## src/rtl/quad_encoder_gen.sv

```systemverilog
// ----------------------------------------------------------------------------
// quad_encoder_gen
//
// Quadrature encoder generator. Turns a step/direction request stream into
// Gray-coded A/B channels ({A,B}: 00 -> 01 -> 11 -> 10 -> 00 going forward),
// enforcing a programmable minimum number of clocks between edges, and keeps
// a signed count of the net steps emitted.
//
// Optional feature macro: QUAD_GEN_INDEX_EN
//   When defined, adds a registered index output z that is high exactly while
//   position[IDX_LOG2-1:0] == 0.
//
// Parameters
//   DIV_W     width of period and the internal hold counter
//   POS_W     width of the signed position counter
//   IDX_LOG2  index spacing is 2**IDX_LOG2 counts (index build only)
//
// Ports
//   clk         in   system clock, rising edge
//   rst         in   asynchronous reset, active low
//   step_valid  in   step request present
//   step_dir    in   step direction (1 = forward, 0 = reverse)
//   step_ready  out  a step can be accepted this cycle
//   period      in   minimum clocks between edges, sampled on acceptance
//   A, B        out  quadrature channels (registered)
//   dir         out  direction of last accepted step (registered)
//   position    out  signed net step count (registered)
//   z           out  index pulse (registered, QUAD_GEN_INDEX_EN only)
// ----------------------------------------------------------------------------
module quad_encoder_gen #(
    parameter int DIV_W    = 16,
    parameter int POS_W    = 16,
    parameter int IDX_LOG2 = 10
) (
    input  logic                    clk,
    input  logic                    rst,
    input  logic                    step_valid,
    input  logic                    step_dir,
    output logic                    step_ready,
    input  logic [DIV_W-1:0]        period,
    output logic                    A,
    output logic                    B,
    output logic                    dir,
    output logic signed [POS_W-1:0] position
`ifdef QUAD_GEN_INDEX_EN
    ,
    output logic                    z
`endif
);

    // The index field must fit inside the position counter.
    if (IDX_LOG2 < 1 || IDX_LOG2 > POS_W) begin : g_bad_idx
        $error("quad_encoder_gen: IDX_LOG2 must be in 1..POS_W");
    end

    logic [DIV_W-1:0]        hold_q, hold_d;
    logic                    a_q, a_d;
    logic                    b_q, b_d;
    logic                    dir_q, dir_d;
    logic signed [POS_W-1:0] pos_q, pos_d;
    logic                    accept;

    // Ready is gated by rst so that no step is taken while reset is held.
    assign step_ready = (hold_q == '0) && rst;
    assign accept     = step_valid && step_ready;

    always_comb begin
        hold_d = hold_q;
        a_d    = a_q;
        b_d    = b_q;
        dir_d  = dir_q;
        pos_d  = pos_q;
        if (accept) begin
            hold_d = period;
            dir_d  = step_dir;
            if (step_dir) begin
                // Forward: 00->01->11->10, i.e. A' = B, B' = ~A
                a_d   = b_q;
                b_d   = ~a_q;
                pos_d = pos_q + POS_W'(1);
            end else begin
                // Reverse: 00->10->11->01, i.e. A' = ~B, B' = A
                a_d   = ~b_q;
                b_d   = a_q;
                pos_d = pos_q - POS_W'(1);
            end
        end else if (hold_q != '0) begin
            hold_d = hold_q - DIV_W'(1);
        end
    end

    always_ff @(posedge clk or negedge rst) begin
        if (!rst) begin
            hold_q <= '0;
            a_q    <= 1'b0;
            b_q    <= 1'b0;
            dir_q  <= 1'b0;
            pos_q  <= '0;
        end else begin
            hold_q <= hold_d;
            a_q    <= a_d;
            b_q    <= b_d;
            dir_q  <= dir_d;
            pos_q  <= pos_d;
        end
    end

    assign A        = a_q;
    assign B        = b_q;
    assign dir      = dir_q;
    assign position = pos_q;

`ifdef QUAD_GEN_INDEX_EN
    logic z_q, z_d;

    // Computed from next position so z changes on the same edge as A/B.
    assign z_d = (pos_d[IDX_LOG2-1:0] == '0);

    always_ff @(posedge clk or negedge rst) begin
        if (!rst) begin
            z_q <= 1'b1;
        end else begin
            z_q <= z_d;
        end
    end

    assign z = z_q;
`endif

endmodule

```

## config.mk

```make
export PLATFORM = sky130hd
export DESIGN_NAME = quad_encoder_gen
export DESIGN_NICKNAME = d
export VERILOG_FILES = /design/src/rtl/quad_encoder_gen.sv
export SDC_FILE = /design/constraint.sdc
export NUM_CORES = 1
export LEC_CHECK = 0
export ABC_AREA = 1
export CAP_MARGIN = 20
export CORE_AREA = 2 2 75 70
export DETAILED_ROUTE_END_ITERATION = 8
export DIE_AREA = 0 0 77 72
export DONT_BUFFER_PORTS = 1
export PLACE_DENSITY = 0.74
export SETUP_SLACK_MARGIN = 0.4
export SLEW_MARGIN = 15
export SYNTH_ARGS = -nofsm -noshare
export SYNTH_HDL_FRONTEND = slang
export SYNTH_SLANG_ARGS = --single-unit
```

## constraint.sdc

```tcl
create_clock -name clk -period 1.8 [get_ports clk]
set_clock_uncertainty 0.1 [all_clocks]
set_input_delay 0.36 -clock clk [delete_from_list [all_inputs] [get_ports clk]]
set_output_delay 0.36 -clock clk [all_outputs]
set_load 0.01 [all_outputs]
```

==> impl_metrics.toml <==
[die]
die_w_um = 77
dieArea_um2 = 5544
std_cell_rows = 24
ios = 40
core_um2 = 4745
die_y_um = 72
initial_core_util_pct = 58.97

[synth]
yosysSeqAreaShare_pct = 31.31
synth_flop_cell = "dfrtp_1"
synth-edff-count = 0
ys_ff_latch = 35
post-synth-top-area-cell = "dfrtp_1"
yosysWarnings = 0
yosys.cell_types.count = 27
postSynth.asyncResetShare_pct = 100.0
synth_fp_nets = 461
synth_most_common_cell = "nand2_1"
avgSynthCellArea_um2 = 6.598
synth_top_area_share_pct = 31.31
synthTopCellsByArea = "dfrtp_1 31%, nand2_1 22%, inv_1 9.3%"
synth_area_um2 = 2798
synth.top_cells.by_count = "162 x nand2_1, 69 x inv_1, 35 x dfrtp_1, 29 x nor2_1, 27 x nand3_1"
syn_inst = 424

[run_status]
violations = "setup timing"
outcome = "finished, violations left"

[clocking]
clk_latency_ns = 0.30
cts_sinks = 35
h-tree-depth = 2
numCtsBuffers = 5
clkSlewWorstSetupHoldPaths_ns = 0.08
clockBufferDepth = 2
cts_tree = "yes"
clockRootBuffer = "clkbuf_8"

[worst_hold_path]
hp-start = "period[3]"
whs_endpoint = "hold_q[3]"
whs_path_depth = 2
min_path_type = "input pin to register"

[critical_path]
reg2reg_to = "hold_q[8]"
cpLargestDelayFamily = "buffers and inverters"
worstPathArrival_ns = 2.11
cp_slowest_cell = "dfrtp_1"
criticalPathCategory = "register to register"
r2r-start = "hold_q[1]"
path_cells = "inv_2, ha_4, buf_6, buf_6, nand2_1, nor2_2, nand4_4, buf_6, clkinv_8, nand2_2, a21oi_2"
critPathBufInv = 5
end_kind = "register"
crit_required_ns = 1.91
cp_max_fo = 8
cp-start-kind = "register"
critPathMaxStageDelay_ns = 0.39
crit_top_cell = "buf_6"
ff2ff_setup_slack_ns = -0.20
r2r_cells = 11

[pwr]
p_leak_nw = 2.061
p_per_area_nw_per_um2 = 431.7
ir_drop_mv = 0.5673

[drt]
ant_nets = 0
drt_iter0_drc = 518
firstDrtPassIters = 6
dr_total_vias = 3319
wire_per_inst_um = 19.00
wl_um = 10700
vias_per_cell = 5.895
drc = 0

[place]
gp_congestion = 0.9277
port_buffers = 0
dp_slack_ns = -0.1191
place_hpwl_um = 5253
dp.cells = 519

[layout]
nNetsFinal = 534
area_delta_synth_final_pct = 45.44
instances_no_fill = 563
drive_gt1_share_pct = 36.35
num_antenna_cells = 0

[job]
drv_cap = 0

[sta]
slew_viol_final = 0
max_freq_mhz = 499.1
worst_hold_slack_ns = 0.07228
post-route-period-util_pct = 111.3
rsz0062_at_grt = "true"
period_minus_slack_ns = 2.004
tightest_slew_ns = 0.4516
timing.final.ws_setup_ns = -0.2036
finalSetupViolations = 36
slew_headroom_pct = 69.86
final_hold_viol_count = 0

[grt]
grt_pass1_wl_um = 15250
top_usage_layer = "met2"
grt_pass1_vias = 3087
antenna_found_initial = 0
grtUsageMet3_pct = 9.950
grt_max_degree = 36
grt.total_usage_pct = 35.07
grt-ovfl-total = 0
met2_usage_pct = 57.21
met1_usage_pct = 44.82
-- final cells by class --
type / count / area (um^2)
Clock buffer: 5 / 68.82
Timing Repair Buffer: 70 / 681.9
Inverter: 71 / 285.3
Fill cell: 261 / 675.6
Multi-Input combinational cell: 314 / 2027
Tap cell: 65 / 81.33
Clock inverter: 3 / 43.79
Sequential cell: 35 / 880.8
-- cells by family after synthesis --
logic type | synth area share (%)
AOI/OAI and AO/OA | 5.993
adders and majority gates | 7.871
xor gates and xnor gates | 6.574
and+or+nand+nor | 37.79
buffers and inverters | 10.47
DFF | 31.31
-- repair_timing --
item | 4_1_cts | 5_1_grt
cloned | 3 | 0
hold endpoints to repair | 35 | 0
setup endpoints to repair | 36 | 36
setup buffers | 22 | 9
gates resized for setup | 86 | 18
hold buffers | 2 | 0
pin swaps | 38 | 16
-- cell usage in the layout, fill, tap and decap left out, types with 3 or more instances in the layout --
cell and n:
o21ai_2 3, inv_2 7, nand3b_1 4, buf_4 49
nor2_1 23, clkbuf_8 5, nor2_4 3, ha_4 13
xnor2_1 9, nand3_1 17, buf_12 3, nand3_2 10
a21oi_1 5, buf_6 13, nand2_1 132, dfrtp_2 4
a21oi_2 4, nor2_2 12, inv_1 61, xor2_1 12
nand4_1 3, nand2_2 31, o31ai_2 3, o21ai_1 12
buf_16 3, dfrtp_1 31
-- flip-flops by register name (all words and copies together), names as in the netlist --
name      cells
A             1
B             1
position     16
dir           1
hold_q       16
-- how the worst max path moves through the flow --
| stage | start | end | cells after the start |
|---|---|---|---|
| 3_5_place_dp | step_dir | position[14] | 11 |
| 4_1_cts | hold_q[0] | step_ready | 6 |
| 5_1_grt | hold_q[0] | hold_q[8] | 11 |
| 6_report | hold_q[1] | hold_q[8] | 11 |
| 3_3_place_gp | step_dir | position[15] | 12 |
| 2_1_floorplan | step_dir | position[14] | 11 |
-- stage by stage --
stage / total power, mW / instance area (um^2) / utilization [%] / TNS [ns]
6_report: 1.756 / 4069 / 85.76 / -3.931
5_1_grt: 1.812 / 4069 / 85.76 / -5.322
4_1_cts: 1.724 / 3946 / 83.18 / -0.01344
3_5_place_dp: 0.9336 / 3174 / 66.90 / -0.6449
3_3_place_gp: 0.9316 / 3174 / 66.90 / -0.4724
2_1_floorplan: 0.8844 / 2864 / - / -0.08691
-- per-layer routing --
layer | up-vias | routed length [um]
met5 | - | 0
met4 | 0 | 533
met3 | 80 | 1302
met2 | 269 | 4743
met1 | 1511 | 4118
li1 | 1459 | -
-- report_power, final --
part,total [mW],internal [mW],switching (mW)
logic,0.215,0.0925,0.122
clock network,0.756,0.413,0.343
registers,0.785,0.785,0
total,1.76,1.29,0.466
(Power assumes the default switching activity.)
